==> src/rtl/radix4div_pkg.sv <==
// ----------------------------------------------------------------------------
// radix4div_pkg : shared types and helpers for the radix-4 restoring divider
// Revision      : 1.0
// ----------------------------------------------------------------------------
`default_nettype none

package radix4div_pkg;

  localparam int DIGIT_W = 2;

  typedef enum logic [1:0] {
    IDLE = 2'd0,
    CALC = 2'd1,
    DONE = 2'd2
  } state_t;

  // Two quotient bits retire per iteration.
  function automatic int iters(input int n);
    return n / 2;
  endfunction

endpackage

`default_nettype wire

==> src/rtl/radix4div_if.sv <==
// ----------------------------------------------------------------------------
// radix4div_if : operand/result handshake bundle for the radix-4 divider
// Revision     : 1.0
// ----------------------------------------------------------------------------
`default_nettype none

interface radix4div_if #(
  parameter int N = 8
);
  logic             in_valid;
  logic             in_ready;
  logic [2*N-1:0]   dividend;
  logic [N-1:0]     divisor;
  logic             out_valid;
  logic             out_ready;
  logic [N-1:0]     q;
  logic [N-1:0]     r;
  logic             err_dbz;
  logic             err_ovf;

  modport master (
    output in_valid, dividend, divisor, out_ready,
    input  in_ready, out_valid, q, r, err_dbz, err_ovf
  );

  modport slave (
    input  in_valid, dividend, divisor, out_ready,
    output in_ready, out_valid, q, r, err_dbz, err_ovf
  );
endinterface

`default_nettype wire

==> src/rtl/radix4div_digit_sel.sv <==
// ----------------------------------------------------------------------------
// radix4div_digit_sel : picks the largest k in {3,2,1,0} with k*d <= R'
// Revision            : 1.0
// ----------------------------------------------------------------------------
`default_nettype none

module radix4div_digit_sel
  import radix4div_pkg::*;
#(
  parameter int N = 8
) (
  input  logic [N+1:0]       rp,
  input  logic [N+1:0]       d1,
  input  logic [N+1:0]       d2,
  input  logic [N+1:0]       d3,
  output logic [DIGIT_W-1:0] k,
  output logic [N-1:0]       rem
);

  // The chosen difference is always below d, so the low N bits are exact.
  logic [N-1:0] sub1, sub2, sub3;

  assign sub1 = rp[N-1:0] - d1[N-1:0];
  assign sub2 = rp[N-1:0] - d2[N-1:0];
  assign sub3 = rp[N-1:0] - d3[N-1:0];

  always_comb begin
    k   = '0;
    rem = rp[N-1:0];
    if (rp >= d3) begin
      k   = 2'd3;
      rem = sub3;
    end else if (rp >= d2) begin
      k   = 2'd2;
      rem = sub2;
    end else if (rp >= d1) begin
      k   = 2'd1;
      rem = sub1;
    end
  end

endmodule

`default_nettype wire

==> src/rtl/radix4div.sv <==
// ----------------------------------------------------------------------------
// radix4div : sequential unsigned 2N/N radix-4 restoring divider
// Revision  : 1.0
// ----------------------------------------------------------------------------
`default_nettype none

module radix4div
  import radix4div_pkg::*;
#(
  parameter int N = 8
) (
  input  logic        clk,
  input  logic        rst,
  radix4div_if.slave  bus
);

  localparam int K  = iters(N);
  localparam int CW = (K > 1) ? $clog2(K) : 1;

  state_t               state, state_nxt;
  logic [N+1:0]         d1, d2, d3;
  logic [N-1:0]         rem, qsh;
  logic [CW-1:0]        cnt;
  logic [N-1:0]         q_reg, r_reg;
  logic                 dbz, ovf;
  logic [N-1:0]         hi, lo;
  logic                 div_zero, div_ovf;
  logic [N+1:0]         rp;
  logic [DIGIT_W-1:0]   k;
  logic [N-1:0]         rem_nxt;
  logic [N-1:0]         qsh_nxt;

  assign hi       = bus.dividend[2*N-1:N];
  assign lo       = bus.dividend[N-1:0];
  assign div_zero = (bus.divisor == '0);
  assign div_ovf  = (hi >= bus.divisor);
  assign rp       = {rem, qsh[N-1:N-2]};
  assign qsh_nxt  = {qsh[N-3:0], k};

  radix4div_digit_sel #(.N(N)) u_digit_sel (
    .rp  (rp),
    .d1  (d1),
    .d2  (d2),
    .d3  (d3),
    .k   (k),
    .rem (rem_nxt)
  );

  always_ff @(posedge clk or posedge rst) begin
    if (rst) state <= IDLE;
    else     state <= state_nxt;
  end

  always_comb begin
    state_nxt = state;
    case (state)
      IDLE:    if (bus.in_valid) state_nxt = (div_zero || div_ovf) ? DONE : CALC;
      CALC:    if (cnt == '0) state_nxt = DONE;
      DONE:    if (bus.out_ready) state_nxt = IDLE;
      default: state_nxt = IDLE;
    endcase
  end

  always_ff @(posedge clk or posedge rst) begin
    if (rst) begin
      d1    <= '0;
      d2    <= '0;
      d3    <= '0;
      rem   <= '0;
      qsh   <= '0;
      cnt   <= '0;
      q_reg <= '0;
      r_reg <= '0;
      dbz   <= 1'b0;
      ovf   <= 1'b0;
    end else begin
      case (state)
        IDLE: begin
          if (bus.in_valid) begin
            d1  <= {2'b00, bus.divisor};
            d2  <= {1'b0, bus.divisor, 1'b0};
            d3  <= {2'b00, bus.divisor} + {1'b0, bus.divisor, 1'b0};
            rem <= hi;
            qsh <= lo;
            cnt <= CW'(K - 1);
            // Exceptions skip iteration and report a saturated quotient.
            if (div_zero || div_ovf) begin
              dbz   <= div_zero;
              ovf   <= ~div_zero;
              q_reg <= '1;
              r_reg <= lo;
            end else begin
              dbz <= 1'b0;
              ovf <= 1'b0;
            end
          end
        end
        CALC: begin
          rem <= rem_nxt;
          qsh <= qsh_nxt;
          cnt <= cnt - CW'(1);
          if (cnt == '0) begin
            q_reg <= qsh_nxt;
            r_reg <= rem_nxt;
          end
        end
        default: ;
      endcase
    end
  end

  assign bus.in_ready  = (state == IDLE);
  assign bus.out_valid = (state == DONE);
  assign bus.q         = q_reg;
  assign bus.r         = r_reg;
  assign bus.err_dbz   = dbz;
  assign bus.err_ovf   = ovf;

endmodule

`default_nettype wire

==> src/flat_wrapper.sv <==
// flat-port wrapper written by rule: the top's interface ports become plain ports
module radix4div_flat import radix4div_pkg::*;
#(
  parameter int N = 8
)
  (clk, rst, bus_in_valid, bus_dividend, bus_divisor, bus_out_ready, bus_in_ready, bus_out_valid, bus_q, bus_r, bus_err_dbz, bus_err_ovf);
  radix4div_if #(.N(N)) bus_i ();
  input  logic clk;
  input  logic rst;
  input wire logic [$bits(bus_i.in_valid)-1:0] bus_in_valid;
  input wire logic [$bits(bus_i.dividend)-1:0] bus_dividend;
  input wire logic [$bits(bus_i.divisor)-1:0] bus_divisor;
  input wire logic [$bits(bus_i.out_ready)-1:0] bus_out_ready;
  output wire logic [$bits(bus_i.in_ready)-1:0] bus_in_ready;
  output wire logic [$bits(bus_i.out_valid)-1:0] bus_out_valid;
  output wire logic [$bits(bus_i.q)-1:0] bus_q;
  output wire logic [$bits(bus_i.r)-1:0] bus_r;
  output wire logic [$bits(bus_i.err_dbz)-1:0] bus_err_dbz;
  output wire logic [$bits(bus_i.err_ovf)-1:0] bus_err_ovf;
  assign bus_i.in_valid = bus_in_valid;
  assign bus_i.dividend = bus_dividend;
  assign bus_i.divisor = bus_divisor;
  assign bus_i.out_ready = bus_out_ready;
  assign bus_in_ready = bus_i.in_ready;
  assign bus_out_valid = bus_i.out_valid;
  assign bus_q = bus_i.q;
  assign bus_r = bus_i.r;
  assign bus_err_dbz = bus_i.err_dbz;
  assign bus_err_ovf = bus_i.err_ovf;
  radix4div #(.N(N)) u_core (.clk(clk), .rst(rst), .bus(bus_i));
endmodule
==> config.mk <==
export PLATFORM = sky130hd
export DESIGN_NAME = radix4div_flat
export DESIGN_NICKNAME = d
export VERILOG_FILES = /design/src/rtl/radix4div_pkg.sv /design/src/rtl/radix4div_if.sv /design/src/rtl/radix4div_digit_sel.sv /design/src/rtl/radix4div.sv /design/src/flat_wrapper.sv
export SDC_FILE = /design/constraint.sdc
export NUM_CORES = 1
export LEC_CHECK = 0
export BUFFER_PORTS_ARGS = -buffer_cell sky130_fd_sc_hd__buf_4
export CAP_MARGIN = 20
export CELL_PAD_IN_SITES_DETAIL_PLACEMENT = 0
export CELL_PAD_IN_SITES_GLOBAL_PLACEMENT = 1
export CORE_MARGIN = 8
export CORE_UTILIZATION = 41
export DETAILED_ROUTE_END_ITERATION = 10
export GPL_TIMING_DRIVEN = 1
export PLACE_DENSITY_LB_ADDON = 0.1
export SLEW_MARGIN = 0
export SYNTH_ARGS = -nofsm -noshare
export SYNTH_HDL_FRONTEND = slang
export SYNTH_SLANG_ARGS = --single-unit
==> constraint.sdc <==
create_clock -name clk -period 2.74 [get_ports clk]
set_input_delay 0.274 -clock clk [delete_from_list [all_inputs] [get_ports clk]]
set_output_delay 0.274 -clock clk [all_outputs]
set_load 0.01 [all_outputs]
==> results.yml <==
clock_tree:
  root_buffer: "clkbuf_8"
  worstSkewPairLatency_ns: 0.33
  cts.path.max_buffers: 2
  cts_made_buffers: 5
  htree_num_levels: 2
  cts_tree: "built"
  cts_sinks: 55
  clk_pin_slew_ns: 0.12
yosys:
  postSynth.asyncResetShare_pct: 100
  synth_ff_type: "dfrtp_1"
  synth_edf_count: 0
  synth.yosys.seq_area_share_pct: 32.5
  synth_seq_cells: 55
  synth_top_cell_by_area: "dfrtp_1"
  yosysUniqueCellTypes: 61
  ys.warnings.count: 0
  synth_top_area_share_pct: 32.5
  netlist_top_cells_area: "dfrtp_1 32%, ha_1 14%, a21oi_1 4.5%, o21ai_0 4.4%, nand2_1 4.1%"
  synthTopCellsByCount: "55 x dfrtp_1, 47 x ha_1, 46 x nand2_1, 45 x nor2_1, 44 x inv_1"
  syn_area_mm2: 0.00424
  synth.most_common_cell: "dfrtp_1"
  syn_avg_cell_area_um2: 8.51
  syn-num-nets: 577
  syn-instance-count: 498
grt:
  antenna_found_initial: 0
  grtUsageTotal_pct: 18.2
  grt_pass1_wl_mm: 20.3
  grt_max_degree: 51
  grt_overflow: 0
  grt_pass1_vias: 3798
route:
  finalWirelength_mm: 12.4
  drt_iter0_markers: 162
  vias: 3837
  drt_pass1_iterations: 4
  drc: 0
  viasPerCell: 5.42
  route.detailed.wl_per_inst_um: 17.6
  antenna_left: 0
final_layout:
  drive_gt1_share_pct: 21.9
  post-route-util_pct: 51.1
  fin_area_mm2: 0.00520
  diodes: 0
  area_growth_pct: 22.7
  n_fill_cell: 1020
  largest-register: "u_core.d3"
  nets: 650
  largest_register_ffs: 10
timing:
  fin_skew_ns: 0.0134
  timing.hold.ws_ns: 0.183
  max_freq_ghz: 0.383
  setup_violations: 0
  finalHoldViolCount: 0
  slew_headroom_pct: 69.1
  rsz0062_at_grt: "yes"
  drv_slew: 0
  timing.final.crit_share_pct: 95.3
  tightest_slew_ns: 0.464
  period_minus_slack_ns: 2.61
min_path:
  hp-class: "in -> reg"
  holdPathStages: 3
run_status:
  outcome: "finished, final reports clean"
place:
  hpwlAfterDp_mm: 10.1
  io_buffers: 47
  placed_area_mm2: 0.00493
  gp_congestion: 0.938
die:
  rows: 37
  die_w_um: 118
  dieArea_mm2: 0.0139
  initial_core_util_pct: 41.6
  die_h_um: 118
  core_mm2: 0.0102
  io-pin-count: 48
worst_setup_path:
  cp_max_fo: 5
  start_kind: "flop"
  worst_ep_required_time_ns: 2.94
  reg2regPathDepth: 12
  path_class: "reg -> reg"
  crit_arrival_ns: 2.81
  crit_path_end_kind: "flop"
flow_run:
  maxCapViolCount: 0
-- cell type report --
type	instances	area, um2	share of cell area, %
Clock buffer	5	68.8	1.32
Clock inverter	3	27.5	0.529
Inverter	44	165	3.18
Multi-Input combinational cell	378	2710	52.2
Sequential cell	55	1380	26.5
Tap cell	136	170	3.27
Timing Repair Buffer	87	679	13.1
-- kinds of logic after synthesis --
| logic type | Yosys count | synth area share [%] |
|---|---|---|
| flip-flops | 55 | 32.5 |
| AND/OR/NAND/NOR | 149 | 16.5 |
| AO/OA/AOI/OAI | 159 | 25.4 |
| adder cells (fa/ha/maj) | 51 | 15.8 |
| multiplexers | 3 | 0.708 |
| buffers and inverters | 66 | 6.11 |
| XOR/XNOR | 15 | 3.10 |
-- final timing paths --
path / slack [ns] / to / from
max in group asynchronous: 1.85 / u_core.qsh[7]$_DFFE_PP0P_ / rst
setup / recovery: 0.13 / u_core.bus.r[2]$_DFFE_PP0P_ / u_core.qsh[6]$_DFFE_PP0P_
hold reg to reg: 0.50 / u_core.d3[2]$_DFFE_PP0P_ / u_core.d3[2]$_DFFE_PP0P_
hold / removal: 0.18 / u_core.qsh[0]$_DFFE_PP0P_ / bus_dividend[0]
min in group asynchronous: 0.39 / u_core.cnt[1]$_DFFE_PP0P_ / rst
setup reg to reg: 0.13 / u_core.bus.r[2]$_DFFE_PP0P_ / u_core.qsh[6]$_DFFE_PP0P_
-- critical path, stage by stage, from the launching register on --
cell and delay, ns:
dfrtp_1 0.41, inv_2 0.08, ha_4 0.14, inv_2 0.05, fa_2 0.39, a211oi_2 0.22
o21bai_1 0.12, a211oi_2 0.22, buf_4 0.16, o21ai_2 0.11, a311o_1 0.33, o21ai_2 0.10
o221ai_1 0.14
-- cells in the final DEF (no fill, tap or decap), drive strengths merged, types with 5 or more instances in the layout --
cell     n
buf     86
dfrtp   55
ha      47
nand2   46
nor2    45
inv     45
o21ai   44
a21oi   40
nor2b   13
a21o    12
a31oi    9
xnor2    9
nor3     9
nand3    8
o21a     7
a211oi   7
nand2b   6
xor2     6
or3      6
o22a     6
clkbuf   5
-- metal layers --
metal	wire [um]	track usage [%]	vias up
li1	-	-	1908
met1	5750	24.2	1823
met4	262	5.36	0
met2	5760	29.5	88
met3	662	3.36	18
met5	0	0	-
-- through the flow --
step                instances  setup slack (ns)  TNS (ns)
floorplan                 498             0.183         0
global placement          692           -0.0224   -0.0224
detailed placement        692           -0.0859    -0.184
CTS                       705            0.0344         0
global route              708           -0.0469    -0.176
finish                    708             0.129         0
-- repair_timing --
action	4_1_cts	5_1_grt
hold buffers	1	0
endpoints found under the setup margin	9	19
cloned	1	0
buffers inserted	3	2
resized for setup	4	20
hold endpoints to repair	5	0
pin swaps	2	10
Power is not shown: default switching activity piles up to over one toggle a cycle in this logic, so the estimate is an artifact.
